<file path="src/rtl/fetch_ctrl_r32i.sv">
// Multi-cycle fetch/issue sequencer for the RV32I core: fetch, issue, wait for execute, advance PC.
// Optional fetch-ack timeout fault is compiled in with FETCH_TIMEOUT_EN.
module fetch_ctrl_r32i #(
    parameter int unsigned dataW = 32
`ifdef FETCH_TIMEOUT_EN
    ,
    parameter int unsigned TIMEOUT = 16
`endif
) (
    input  logic             clock,
    input  logic             reset,
    input  logic [dataW-1:0] ProgAddr,
    output logic             ImemReq,
    output logic [dataW-1:0] ImemAddr,
    input  logic             ImemAck,
    input  logic [dataW-1:0] ImemData,
    output logic [dataW-1:0] Instr,
    output logic             InstrValid,
    input  logic             ExecReady,
    input  logic             ExecDone,
    input  logic             Stall,
    output logic             PCEnable,
    output logic [31:0]      InstrCount,
    output logic             Fault,
    output logic [1:0]       FaultCause
);

    typedef enum logic [2:0] {
        S_IDLE,
        S_FETCH,
        S_ISSUE,
        S_EXEC,
        S_ADVANCE,
        S_FAULT
    } state_t;

    localparam logic [1:0] CAUSE_MISALIGN = 2'b01;
    localparam logic [1:0] CAUSE_TIMEOUT  = 2'b10;

    state_t     state;
    state_t     state_nxt;
    logic [1:0] cause_nxt;
    logic       fetch_timeout;

`ifdef FETCH_TIMEOUT_EN
    localparam int unsigned WAIT_W = $clog2(TIMEOUT + 1);

    logic [WAIT_W-1:0] wait_cnt;

    // Held at zero outside FETCH, so it is clear on every FETCH entry.
    always_ff @(posedge clock or negedge reset) begin
        if (!reset) begin
            wait_cnt <= '0;
        end else if (state != S_FETCH) begin
            wait_cnt <= '0;
        end else if (!ImemAck) begin
            wait_cnt <= wait_cnt + WAIT_W'(1);
        end
    end

    // The count reaches TIMEOUT at the end of this cycle; an ack in the same cycle wins.
    assign fetch_timeout = (state == S_FETCH) && !ImemAck && (wait_cnt == WAIT_W'(TIMEOUT - 1));
`else
    assign fetch_timeout = 1'b0;
`endif

    always_ff @(posedge clock or negedge reset) begin
        if (!reset) begin
            state <= S_IDLE;
        end else begin
            state <= state_nxt;
        end
    end

    always_comb begin
        state_nxt = state;
        cause_nxt = FaultCause;
        case (state)
            S_IDLE: begin
                if (ProgAddr[1:0] != 2'b00) begin
                    state_nxt = S_FAULT;
                    cause_nxt = CAUSE_MISALIGN;
                end else begin
                    state_nxt = S_FETCH;
                end
            end
            S_FETCH: begin
                if (ImemAck) begin
                    state_nxt = S_ISSUE;
                end else if (fetch_timeout) begin
                    state_nxt = S_FAULT;
                    cause_nxt = CAUSE_TIMEOUT;
                end
            end
            S_ISSUE: begin
                if (ExecReady) begin
                    state_nxt = S_EXEC;
                end
            end
            S_EXEC: begin
                if (ExecDone) begin
                    state_nxt = S_ADVANCE;
                end
            end
            S_ADVANCE: begin
                if (!Stall) begin
                    state_nxt = S_IDLE;
                end
            end
            S_FAULT: begin
                state_nxt = S_FAULT;
            end
            default: begin
                state_nxt = S_IDLE;
            end
        endcase
    end

    // Same-cycle pulse so the PC block updates on the edge that leaves ADVANCE;
    // IDLE then sees the new PC.
    assign PCEnable = (state == S_ADVANCE) && !Stall;

    always_ff @(posedge clock or negedge reset) begin
        if (!reset) begin
            ImemReq    <= 1'b0;
            ImemAddr   <= '0;
            Instr      <= '0;
            InstrValid <= 1'b0;
            InstrCount <= '0;
            Fault      <= 1'b0;
            FaultCause <= 2'b00;
        end else begin
            ImemReq    <= (state_nxt == S_FETCH);
            InstrValid <= (state_nxt == S_ISSUE);
            Fault      <= (state_nxt == S_FAULT);
            FaultCause <= cause_nxt;
            if (state == S_IDLE && state_nxt == S_FETCH) begin
                ImemAddr <= ProgAddr;
            end
            if (state == S_FETCH && ImemAck) begin
                Instr <= ImemData;
            end
            if (PCEnable) begin
                InstrCount <= InstrCount + 32'd1;
            end
        end
    end

endmodule

</file>
<file path="config.mk">
export PLATFORM = sky130hd
export DESIGN_NAME = fetch_ctrl_r32i
export DESIGN_NICKNAME = d
export VERILOG_FILES = /design/src/rtl/fetch_ctrl_r32i.sv
export SDC_FILE = /design/constraint.sdc
export NUM_CORES = 1
export LEC_CHECK = 0
export CORE_UTILIZATION = 43
export CTS_CLUSTER_SIZE = 8
export DETAILED_ROUTE_END_ITERATION = 10
export PLACE_DENSITY = 0.8
export SLEW_MARGIN = 20
export SYNTH_ARGS = -nofsm -noshare
export SYNTH_HDL_FRONTEND = slang
export SYNTH_SLANG_ARGS = --single-unit
</file>
<file path="constraint.sdc">
create_clock -name clock -period 2.71 [get_ports clock]
set_input_delay 0.542 -clock clock [delete_from_list [all_inputs] [get_ports clock]]
set_output_delay 0.542 -clock clock [all_outputs]
set_load 0.1 [all_outputs]
</file>
==> impl_results.md <==
- Status: complete, no violations
- Ys async rst share: 100%
- HP Class: input pin to asynchronous set/reset pin
- Reg-to-Reg End: InstrCount[8]
- Num ports: 172
- Synth top area cells: dfrtp_1 (62%), mux2_2 (17%), xnor2_1 (5.9%), nand4_1 (2.1%), nand3_1 (1.9%)
- WL per Instance: 15.1 microns
- Reg2reg start: state[0]
- RSZ-0062 raised after global routing: false
- Most area-hungry cell type in the Yosys netlist: dfrtp_1
- Top-count cell post-synth: dfrtp_1
- Routability cong.: 0.811
- Routed vias: 3000
- CTS Buf Count: 9
- Post-synth top area share: 62.3%
- Post-synthesis sequential area ratio: 62.3%
- Root buffer cell: clkbuf_8
- Slew HR: 54.1%
- Minimum clock period: 2.61 ns
- Max-Cap Viols: 0
- Final Hold Fails: 0
- Diode count: 0
- Number of global-route vias before repair: 3088
- Endpoints failing setup: 0
- GRT overflow: 0
- Post-synth EDFFs: 0
- Clock Path Buffers: 2
- CTS clock-pin slew for the worst setup and hold paths: 0.10 ns
- Syn Std Cell Area: 4140 sq um
- Iteration count of the initial detailed-routing pass: 6
- Mean Syn Cell Area: 13.8 sq um
- Arrival @ worst endpoint: 2.07 ns
- Htree depth: 3
- Crit path max fanout: 4
- Placed instance area: 5810 sq um
- Initial Utilization: 44.6%
- Largest net degree at the start of global routing: 42
- DRT iter0 DRCs: 127
- DRT Wirelength: 9260 microns
- Post-route ant nets: 0
- Mapped Nets: 370
- Sink Count: 103
- Resized cells post-CTS: 0
- Die Width: 100 microns
- Critical path launch point type: input pin
- DRC: 0
- Clk_skew: 0.0140 ns
- CTS tree: done
- Worst path required time: 2.17 ns
- PortBufs: 170
- Final Instance Area: 6010 sq um
- Postcts setup bufs: 0
- Hold_buf cts: 0
- Most frequent cells after synthesis: dfrtp_1 (103), mux2_2 (62), xnor2_1 (28), nand2_1 (19), nand3_1 (16)
- F_max: 0.383 GHz
- Post-synthesis register bit count: 103
- DIE HEIGHT: 100 microns
- Final nets: 550
- Yosys warning total: 0
- Post-Syn Instances: 299
- Std cell rows: 35
- Hpwl dp: 6920 microns
- Final cell count without fillers: 612
- Initial antenna violation count: 0
- Least-Margin Pin Slew: 0.683 ns
- Setup CP Type: input pin to output pin
- Critical Path End Type: output pin
- Pins Over Slew Limit: 0
- Global-route wire length before repair: 14900 microns
- Setup TNS: 0 ns
- Synth unique cells: 31
- Vias per cell: 4.90
- Cells on worst reg2reg path: 5
- Core area: 9280 sq um
- Most used DFF post-synth: dfrtp_1
- Worst skew pair latency: 0.36 ns
- Die Footprint: 10000 sq um
- Layout cells sized above 1: 40.4%
- Placed Cells: 597
- R2r setup slk: 0.73 ns
- Area grow syn2layout: 45.3%
- Hold slack: 0.0812 ns
- GRT Total Usage: 19.1%
- Post-route clock period utilization: 96.3%
critical path: stages:
cell             delay, ns
clkdlybuf4s50_1       0.43
or4b_1                0.68
inv_1                 0.21
buf_12                0.20
worst max-delay path by stage:
stage | from | end | slack, ns | cells after the start
after CTS | Stall | PCEnable | 0.10 | 4
after detailed placement | Stall | InstrCount[29] | 0.09 | 6
final | Stall | PCEnable | 0.1 | 4
after global placement | Stall | InstrCount[8] | 0.14 | 6
after global routing | Stall | PCEnable | 0.05 | 4
after floorplan | Stall | PCEnable | 0.31 | 3
layout by cell type (no fill, tap or decap), drive strengths merged, types with 2 or more instances in the layout:
cell type	netlist	layout
clkdlybuf4s50	0	68
o21ai	2	2
and4	3	3
mux2i	2	2
nor3	5	5
nor2	4	4
a21oi	2	2
nand2	19	19
nor4	6	6
inv	4	5
mux2	62	62
nor2b	3	3
dfrtp	103	103
clkbuf	2	11
buf	10	113
xnor2	28	28
and3	3	3
nand4	14	14
nand3	16	16
xor2	3	3
sequential cells by signal, summed over array words and instances, names as in the netlist:
register / count
FaultCause: 1
InstrValid: 1
Fault: 1
state: 3
Instr: 32
ImemAddr: 32
ImemReq: 1
InstrCount: 32
routing by layer:
metal	part of all wire, %	vias up	track usage (%)
met2	48	121	31.4
li1	-	1402	-
met1	42	1464	24.4
met5	0	-	0
met4	1.5	0	7.36
met3	7.7	13	4.94
area by class of cell:
type / instances / area, sq um
fillers: 745 / 3280
flip-flops and latches: 103 / 2580
clock inverters: 4 / 55.1
well taps: 129 / 161
inverters: 4 / 15.0
clock buffers: 11 / 141
multi-input cells: 180 / 1490
repair buffers: 181 / 1570
logic make-up (layout without fill, tap and decap cells):
logic type,count (synthesis),count (layout),synth area share [%]
AND/OR/NAND/NOR,76,76,10.4
buffers and inverters,16,200,1.91
multiplexers,64,64,17.4
adder cells (fa/ha/maj),1,1,0.302
other,1,1,0.0907
flip-flops,103,103,62.3
XOR/XNOR,31,31,6.56
AO/OA/AOI/OAI,7,7,1.06
per-stage QoR:
| step | worst slack (ns) | util, % |
|---|---|---|
| after CTS | 0.103 | 64.7 |
| after global placement | 0.141 | 62.6 |
| after detailed placement | 0.0932 | 62.6 |
| after floorplan | 0.305 | - |
| final | 0.0997 | 64.7 |
| after global routing | 0.0517 | 64.7 |
Power is not shown: default switching activity piles up to over one toggle a cycle in this logic, so the estimate is an artifact.
